--- config.mk ---
export PLATFORM = sky130hd
export DESIGN_NAME = csr_exu
export DESIGN_NICKNAME = d
export VERILOG_FILES = /design/src/rtl/csr_exu.sv
export SDC_FILE = /design/constraint.sdc
export NUM_CORES = 1
export LEC_CHECK = 0
export CAP_MARGIN = 20
export CORE_UTILIZATION = 41
export DETAILED_ROUTE_END_ITERATION = 8
export PLACE_DENSITY = 0.78
export SLEW_MARGIN = 10
export SYNTH_ARGS = -nofsm -noshare
export SYNTH_HDL_FRONTEND = slang
export SYNTH_SLANG_ARGS = --single-unit
--- constraint.sdc ---
create_clock -name clk -period 4.9 [get_ports clk]
set_clock_uncertainty 0.1 [all_clocks]
set_input_delay 0.49 -clock clk [delete_from_list [all_inputs] [get_ports clk]]
set_output_delay 0.49 -clock clk [all_outputs]
set_load 0.02 [all_outputs]
--- src/rtl/csr_exu.sv ---
// csr_exu: Zicsr read-modify-write sequencer between decode and the machine-mode CSR file.
module csr_exu #(
  parameter int XLEN = 64
) (
  input  logic            clk,
  input  logic            rst,
  input  logic            inst_valid,
  output logic            inst_ready,
  input  logic [2:0]      funct3,
  input  logic [11:0]     inst_csr_idx,
  input  logic [4:0]      rs1_idx,
  input  logic [XLEN-1:0] rs1_data,
  input  logic [4:0]      rd_idx,
  output logic            csr_rd_ena,
  output logic            csr_wr_ena,
  output logic [11:0]     csr_idx,
  output logic [XLEN-1:0] csr_wr_data,
  input  logic [XLEN-1:0] csr_rd_data,
  output logic            wb_valid,
  input  logic            wb_ready,
  output logic            wb_rd_ena,
  output logic [4:0]      wb_rd_idx,
  output logic [XLEN-1:0] wb_rd_data,
  output logic            wb_illegal
);
  typedef enum logic [1:0] {IDLE, READ, WRITE, RESP} state_t;
  state_t state, state_nxt;
  logic [2:0] f3;
  logic [11:0] idx;
  logic [4:0] rs1, rd;
  logic [XLEN-1:0] src, old_val;
  logic op_rw, op_rs, op_rc, do_write, do_read, illegal;
  assign op_rw = f3[1:0] == 2'b01;
  assign op_rs = f3[1:0] == 2'b10;
  assign op_rc = f3[1:0] == 2'b11;
  assign do_write = op_rw | ((op_rs | op_rc) & (rs1 != 5'd0));
  assign do_read = ~(op_rw & (rd == 5'd0));
  // Writes into the read-only CSR quadrant (addr[11:10]==11) trap.
  assign illegal = (f3[1:0] == 2'b00) | (do_write & (idx[11:10] == 2'b11));
  always_ff @(posedge clk or posedge rst)
    if (rst) state <= IDLE;
    else state <= state_nxt;
  always_ff @(posedge clk or posedge rst) begin
    if (rst) begin
      f3 <= '0;
      idx <= '0;
      rs1 <= '0;
      rd <= '0;
      src <= '0;
      old_val <= '0;
    end else begin
      if (state == IDLE && inst_valid) begin
        f3 <= funct3;
        idx <= inst_csr_idx;
        rs1 <= rs1_idx;
        rd <= rd_idx;
        src <= funct3[2] ? {{(XLEN-5){1'b0}}, rs1_idx} : rs1_data;
      end
      if (state == READ) old_val <= csr_rd_ena ? csr_rd_data : '0;
    end
  end
  always_comb begin
    state_nxt = state;
    case (state)
      IDLE:  state_nxt = inst_valid ? READ : IDLE;
      READ:  state_nxt = WRITE;
      WRITE: state_nxt = RESP;
      RESP:  state_nxt = wb_ready ? IDLE : RESP;
      default: state_nxt = IDLE;
    endcase
  end
  always_comb begin
    inst_ready = (state == IDLE) & ~rst;
    csr_rd_ena = (state == READ) & do_read & ~illegal;
    csr_wr_ena = (state == WRITE) & do_write & ~illegal;
    csr_idx = (state == READ || state == WRITE) ? idx : '0;
    csr_wr_data = (state != WRITE) ? '0 : op_rs ? (old_val | src) : op_rc ? (old_val & ~src) : src;
    wb_valid = state == RESP;
    wb_rd_ena = (state == RESP) & ~illegal & (rd != 5'd0);
    wb_rd_idx = (state == RESP) ? rd : '0;
    wb_rd_data = (state == RESP) ? old_val : '0;
    wb_illegal = (state == RESP) & illegal;
  end
endmodule

# Yosys cells after proc, flatten, opt, wreduce, memory -nomap -nowiden
# Index checks and enable logic that the tools add are counted.
[totals]
regBits = 154
latch_bits = 0
output_inout_bits = 151
n_memories = 0
mem_bits_ro = 0
ramBits = 0
word_cells = 53
[classes]
n_mux = 11
reduce_logical = 7
addsub = 0
mul = 0
shifts = 0
bitwise = 20
n_eq_ne = 8
div = 0
magnitude_cmp = 0
[ops]
columns = ["op", "n"]
rows = [
  ["$mux W64", 6],
  ["$and A64 B64 Y64", 1],
  ["$not A64 Y64", 1],
  ["$or A64 B64 Y64", 1],
  ["$mux W12", 1],
  ["$and A1 B1 Y1", 11],
  ["$eq A2 B2 Y1 const B", 5],
  ["$reduce_bool A5 Y1", 2],
  ["$pmux W2 S4", 1],
  ["$logic_not A5 Y1", 1],
  ["$mux W5", 1],
  ["$eq A2 B1 Y1 const B", 2],
  ["$logic_not A2 Y1", 2],
  ["$not A1 Y1", 3],
  ["$or A1 B1 Y1", 3],
  ["$mux W2", 1],
  ["$ne A2 B2 Y1 const B", 1],
  ["$logic_and A1 B1 Y1", 1],
  ["$logic_or A1 B1 Y1", 1],
  ["$mux W1", 1],
]

# Logic depth before layout (Yosys ltp)
[logic_depth]
word_depth = 9
mapped_depth = 7
ltp_nobuf = 5

# Least setup slack after synthesis
# No wires, ideal clock.
[synth_path]
kind = "register to output"
from = "register rs1[1]"
to = "output csr_wr_ena"
stages_incl_launch_ff = 5
setup_slack_ns = 2.455
arrival_ns = 1.855
path_buffers = 1
path_cell_list = "dfrtp_1 > nor4b_4 > a21oi_2 > buf_2 > a2111oi_1"
[synth_between]
elab_chain_cells = 7
[synth_rtl]
columns = ["element", "line", "source"]
rows = [
  ["start, declared", "30", "logic [4:0] rs1, rd;"],
  ["start signal, assigned", "55", "rs1 <= rs1_idx;"],
  ["$reduce_bool A5 Y1 *", "36", "assign do_write = op_rw | ((op_rs | op_rc) & (rs1 != 5'd0));"],
  ["$and A1 B1 Y1 *", "36", ""],
  ["$or A1 B1 Y1 *", "36", ""],
  ["$and A1 B1 Y1", "39", "assign illegal = (f3[1:0] == 2'b00) | (do_write & (idx[11:10] == 2'b11));"],
  ["$or A1 B1 Y1", "39", ""],
  ["$not A1 Y1", "75", "csr_wr_ena = (state == WRITE) & do_write & ~illegal;"],
  ["$and A1 B1 Y1 *", "75", ""],
  ["end, declared", "15", "output logic csr_wr_ena,"],
]
# Mark *: on every way between the ends. The rest lies on a longest branch, timed or not.

# Worst setup path in the final report
[layout_path]
from = "register f3[1]"
to = "output csr_wr_data[42]"
[layout_between]
elab_chain_cells = 4
[layout_rtl]
columns = ["element", "line", "source"]
rows = [
  ["start, declared", "28", "logic [2:0] f3;"],
  ["start signal, assigned", "53", "f3 <= funct3;"],
  ["$eq A2 B2 Y1", "35", "assign op_rc = f3[1:0] == 2'b11;"],
  ["$mux W64", "77", "csr_wr_data = (state != WRITE) ? '0 : op_rs ? (old_val | src) : op_rc ? (old_val & ~src) : src;"],
  ["$mux W64 * (2 in a row)", "77", ""],
  ["end, declared", "17", "output logic [XLEN-1:0] csr_wr_data,"],
]
# Marked as above.

==> metrics.txt <==
Yosys cell types 29; Clk pwr share 19.3%; Filler Cells Inserted 1691; NetSw 0.003138 W; Global Route met1 Usage 32.80%; yosys warns 0; first-pass GRT wire length 41.64 mm; IO buf count 307; Synth Area in Adders 0.7455%; Cells after Synth 947; number of global-route vias before repair 7509; largest family of logic cells by synthesized area simple AND/OR/NAND/NOR gates; Root Driver clkbuf_16; global placement routability congestion 0.8065; min cycle time layout 3.756 ns; mux contribution to synthesized area 3.936%; Power, Total 0.007351 W; clock sink count 154; measured slew at the worst slew-check pin 0.8888 ns; initial antenna violation count 1; Post-CTS Setup Bufs 0; Clock transition at path regs 0.07 ns; highest clock rate 266.2 MHz; Synth Area in Simple Gates 25.67%; vias per inst 5.162; Internal Power 0.004212 W; combined area of the multi-input logic cells 3973 um2; IO Pins 308; sum of buffers and inverters on the critical path 2; final setup TNS 0 ns; sequential share of the synthesized area 45.92%; Crit Path Category flip-flop to primary output; Critical Path RT 4.31 ns; area taken by flip-flops and latches 3855 um2; maximum vdd drop 0.4102 mV; switch share 42.69%; WL final 26.23 mm; die area 21040 um2; Mapped Nets 1109; Critical Path Slowest Stage Cell dfrtp_2; largest net degree at the start of global routing 118; endpoints failing setup 0; final count of hold timing violations 0; Seq pwr share 31.8%; WL/cell 17.67 um; clock buffer depth 2; crit path max fanout 39; Die Wd 145.1 um; share of cells above drive strength 1 7.964%; Post-DRT Antenna Nets 0; crit-path max cell delay 0.88 ns; post_cts resized 0; met2 GRT Util 40.34%; Final period util 76.66%; hold_buf cts 0; routed vias 7661; Slew Viols, Final 0; Cell Count, Final, Fillers Out 1484; Yosys reg bits 154; crit-path leading delay family buffers and inverters; grt met3 use 5.440%; xor-xnor portion of the synthesized cell area 0%; global-route layer with the greatest usage met2; clock latency on the worst-skew pair 0.43 ns; Worst Path Arrival 3.17 ns; crit-path cells nand2_2, buf_4, nand2_1, a21oi_1, clkdlybuf4s50_1; Critical Path End Type primary output; P&R area growth vs syn 46.04%; outcome complete, no violations; DP Cell Count 1449; FP Rows 51; r2r setup slk 2.05 ns; Detailed Routing Iterations Pass 1 5; die height 145.1 um; RSZ-0062 raised after global routing false; Comb power frac 48.9%; Pleak 4.917 nW; GRT Overall Usage 25.03%; Synth Area in Compound Gates 16.43%; core box area 19780 um2; synthesized cell area 8392 um2; Post-Syn Area per Cell 8.861 um2; HP Class flip-flop to flip-flop; Power Dens Cells 599.8 nW/um2; Final HPWL DP 17.91 mm; DRC 0; Rel. slew slack 40.74%; Max-cap violations 0; CTS tree done; Startpoint Class flip-flop; nets@finish 1367; CTS Buf Count 17; Starting DRT DRC Count 363; Initial Util 42.42%; GRT overflow 0; H-tree depth 4
state kept, by name, indices dropped and copies added, names as in the netlist:
name and flops:
f3 2, idx 12, src 64, rs1 5, rd 5, old_val 64, state 2
per-layer routing:
metal / vias up / share of wire (%) / wire, um
li1: 3682 / - / -
met3: 42 / 5.5 / 1441
met1: 3669 / 43 / 11340
met4: 0 / 2.8 / 726
met5: - / 0 / 0
met2: 268 / 49 / 12720
stage by stage:
| stage | worst slack [ns] | hold slack, ns | instance area (um2) | util (%) |
|---|---|---|---|---|
| 6_report | 1.144 | 0.4009 | 12260 | 61.95 |
| 5_1_grt | 0.9676 | 0.4178 | 12260 | 61.95 |
| 3_5_place_dp | 1.566 | 0.3838 | 11580 | 58.53 |
| 3_3_place_gp | 1.637 | 0.3744 | 11580 | 58.53 |
| 2_1_floorplan | 0.1602 | 0.3625 | 8392 | - |
| 4_1_cts | 1.100 | 0.3985 | 12210 | 61.70 |
final timing paths:
kind	from	endpoint	depth (start not counted)
min reg2reg	idx[7]	idx[7]	1
max reg2reg	f3[1]	old_val[54]	5
min in group asynchronous	rst	src[9]	2
max in group asynchronous	rst	old_val[32]	3
min	idx[7]	idx[7]	1
max	f3[1]	csr_wr_data[42]	5
worst register-to-register path: stages (launching register included):
cell	delay, ns
dfrtp_2	0.70
buf_4	0.41
or3_1	0.43
o22ai_4	0.12
buf_4	0.62
o32ai_1	0.31
layout by cell type, fill, tap and decap left out, types with 6 or more instances in the layout:
cell,netlist,final
buf_4,7,11
nand3b_1,64,64
inv_1,70,68
dfrtp_1,154,153
a21oi_1,66,66
inv_6,0,7
o32ai_2,17,17
clkbuf_16,0,17
nand2b_1,59,59
o21ai_0,64,64
mux2i_1,6,6
mux2_2,24,24
nand2_1,195,193
clkdlybuf4s50_1,0,306
and2_1,81,81
o32ai_1,47,47
power groups by stage:
stage | Clock, W | Sequential (W) | Combinational (W)
2_1_floorplan | 0 | 0.00211 | 0.00240
3_3_place_gp | 0 | 0.00233 | 0.00353
3_5_place_dp | 0 | 0.00234 | 0.00360
4_1_cts | 0.00144 | 0.00233 | 0.00362
5_1_grt | 0.00149 | 0.00241 | 0.00391
6_report | 0.00142 | 0.00234 | 0.00360
area by class of cell:
class / instances / area share (%)
multi-input cells: 642 / 32.41
flip-flops and latches: 154 / 31.45
repair buffers: 320 / 26.09
clock buffers: 17 / 3.471
well taps: 265 / 2.705
inverters: 70 / 2.185
clock inverters: 15 / 1.654
diodes: 1 / 0.02042
cells in the mapped netlist:
library cell / instances / area (um2)
o32ai_2: 17 / 276.5
o21ai_0: 64 / 320.3
nor2_1: 3 / 11.26
nand2b_1: 59 / 369.1
or3_1: 2 / 12.51
buf_4: 7 / 52.55
nor3_1: 1 / 5.000
a21oi_1: 66 / 330.3
nand3b_1: 64 / 480.5
buf_2: 3 / 15.01
nor3b_1: 1 / 7.510
o21a_1: 1 / 7.510
dfrtp_1: 154 / 3854
o31ai_1: 1 / 7.510
a21oi_2: 1 / 8.760
nand2_1: 195 / 732.0
nor4b_4: 1 / 23.77
o22ai_1: 1 / 6.260
a2111oi_1: 1 / 10.01
ha_1: 5 / 62.56
inv_1: 70 / 262.8
and2_1: 81 / 506.7
o32ai_1: 47 / 411.6
buf_6: 2 / 22.52
buf_1: 6 / 22.52
mux2i_1: 6 / 60.06
clkbuf_1: 63 / 236.5
mux2_2: 24 / 270.3
nor2b_1: 1 / 6.260
cells by family (layout without fill, tap and decap cells):
family / after synthesis / count (layout)
AND/OR/NAND/NOR: 408 / 408
AO/OA/AOI/OAI: 199 / 199
flip-flops: 154 / 154
other: 0 / 1
adder cells (fa/ha/maj): 5 / 5
buffers and inverters: 151 / 422
multiplexers: 30 / 30
Power figures use the tool's default switching activity.
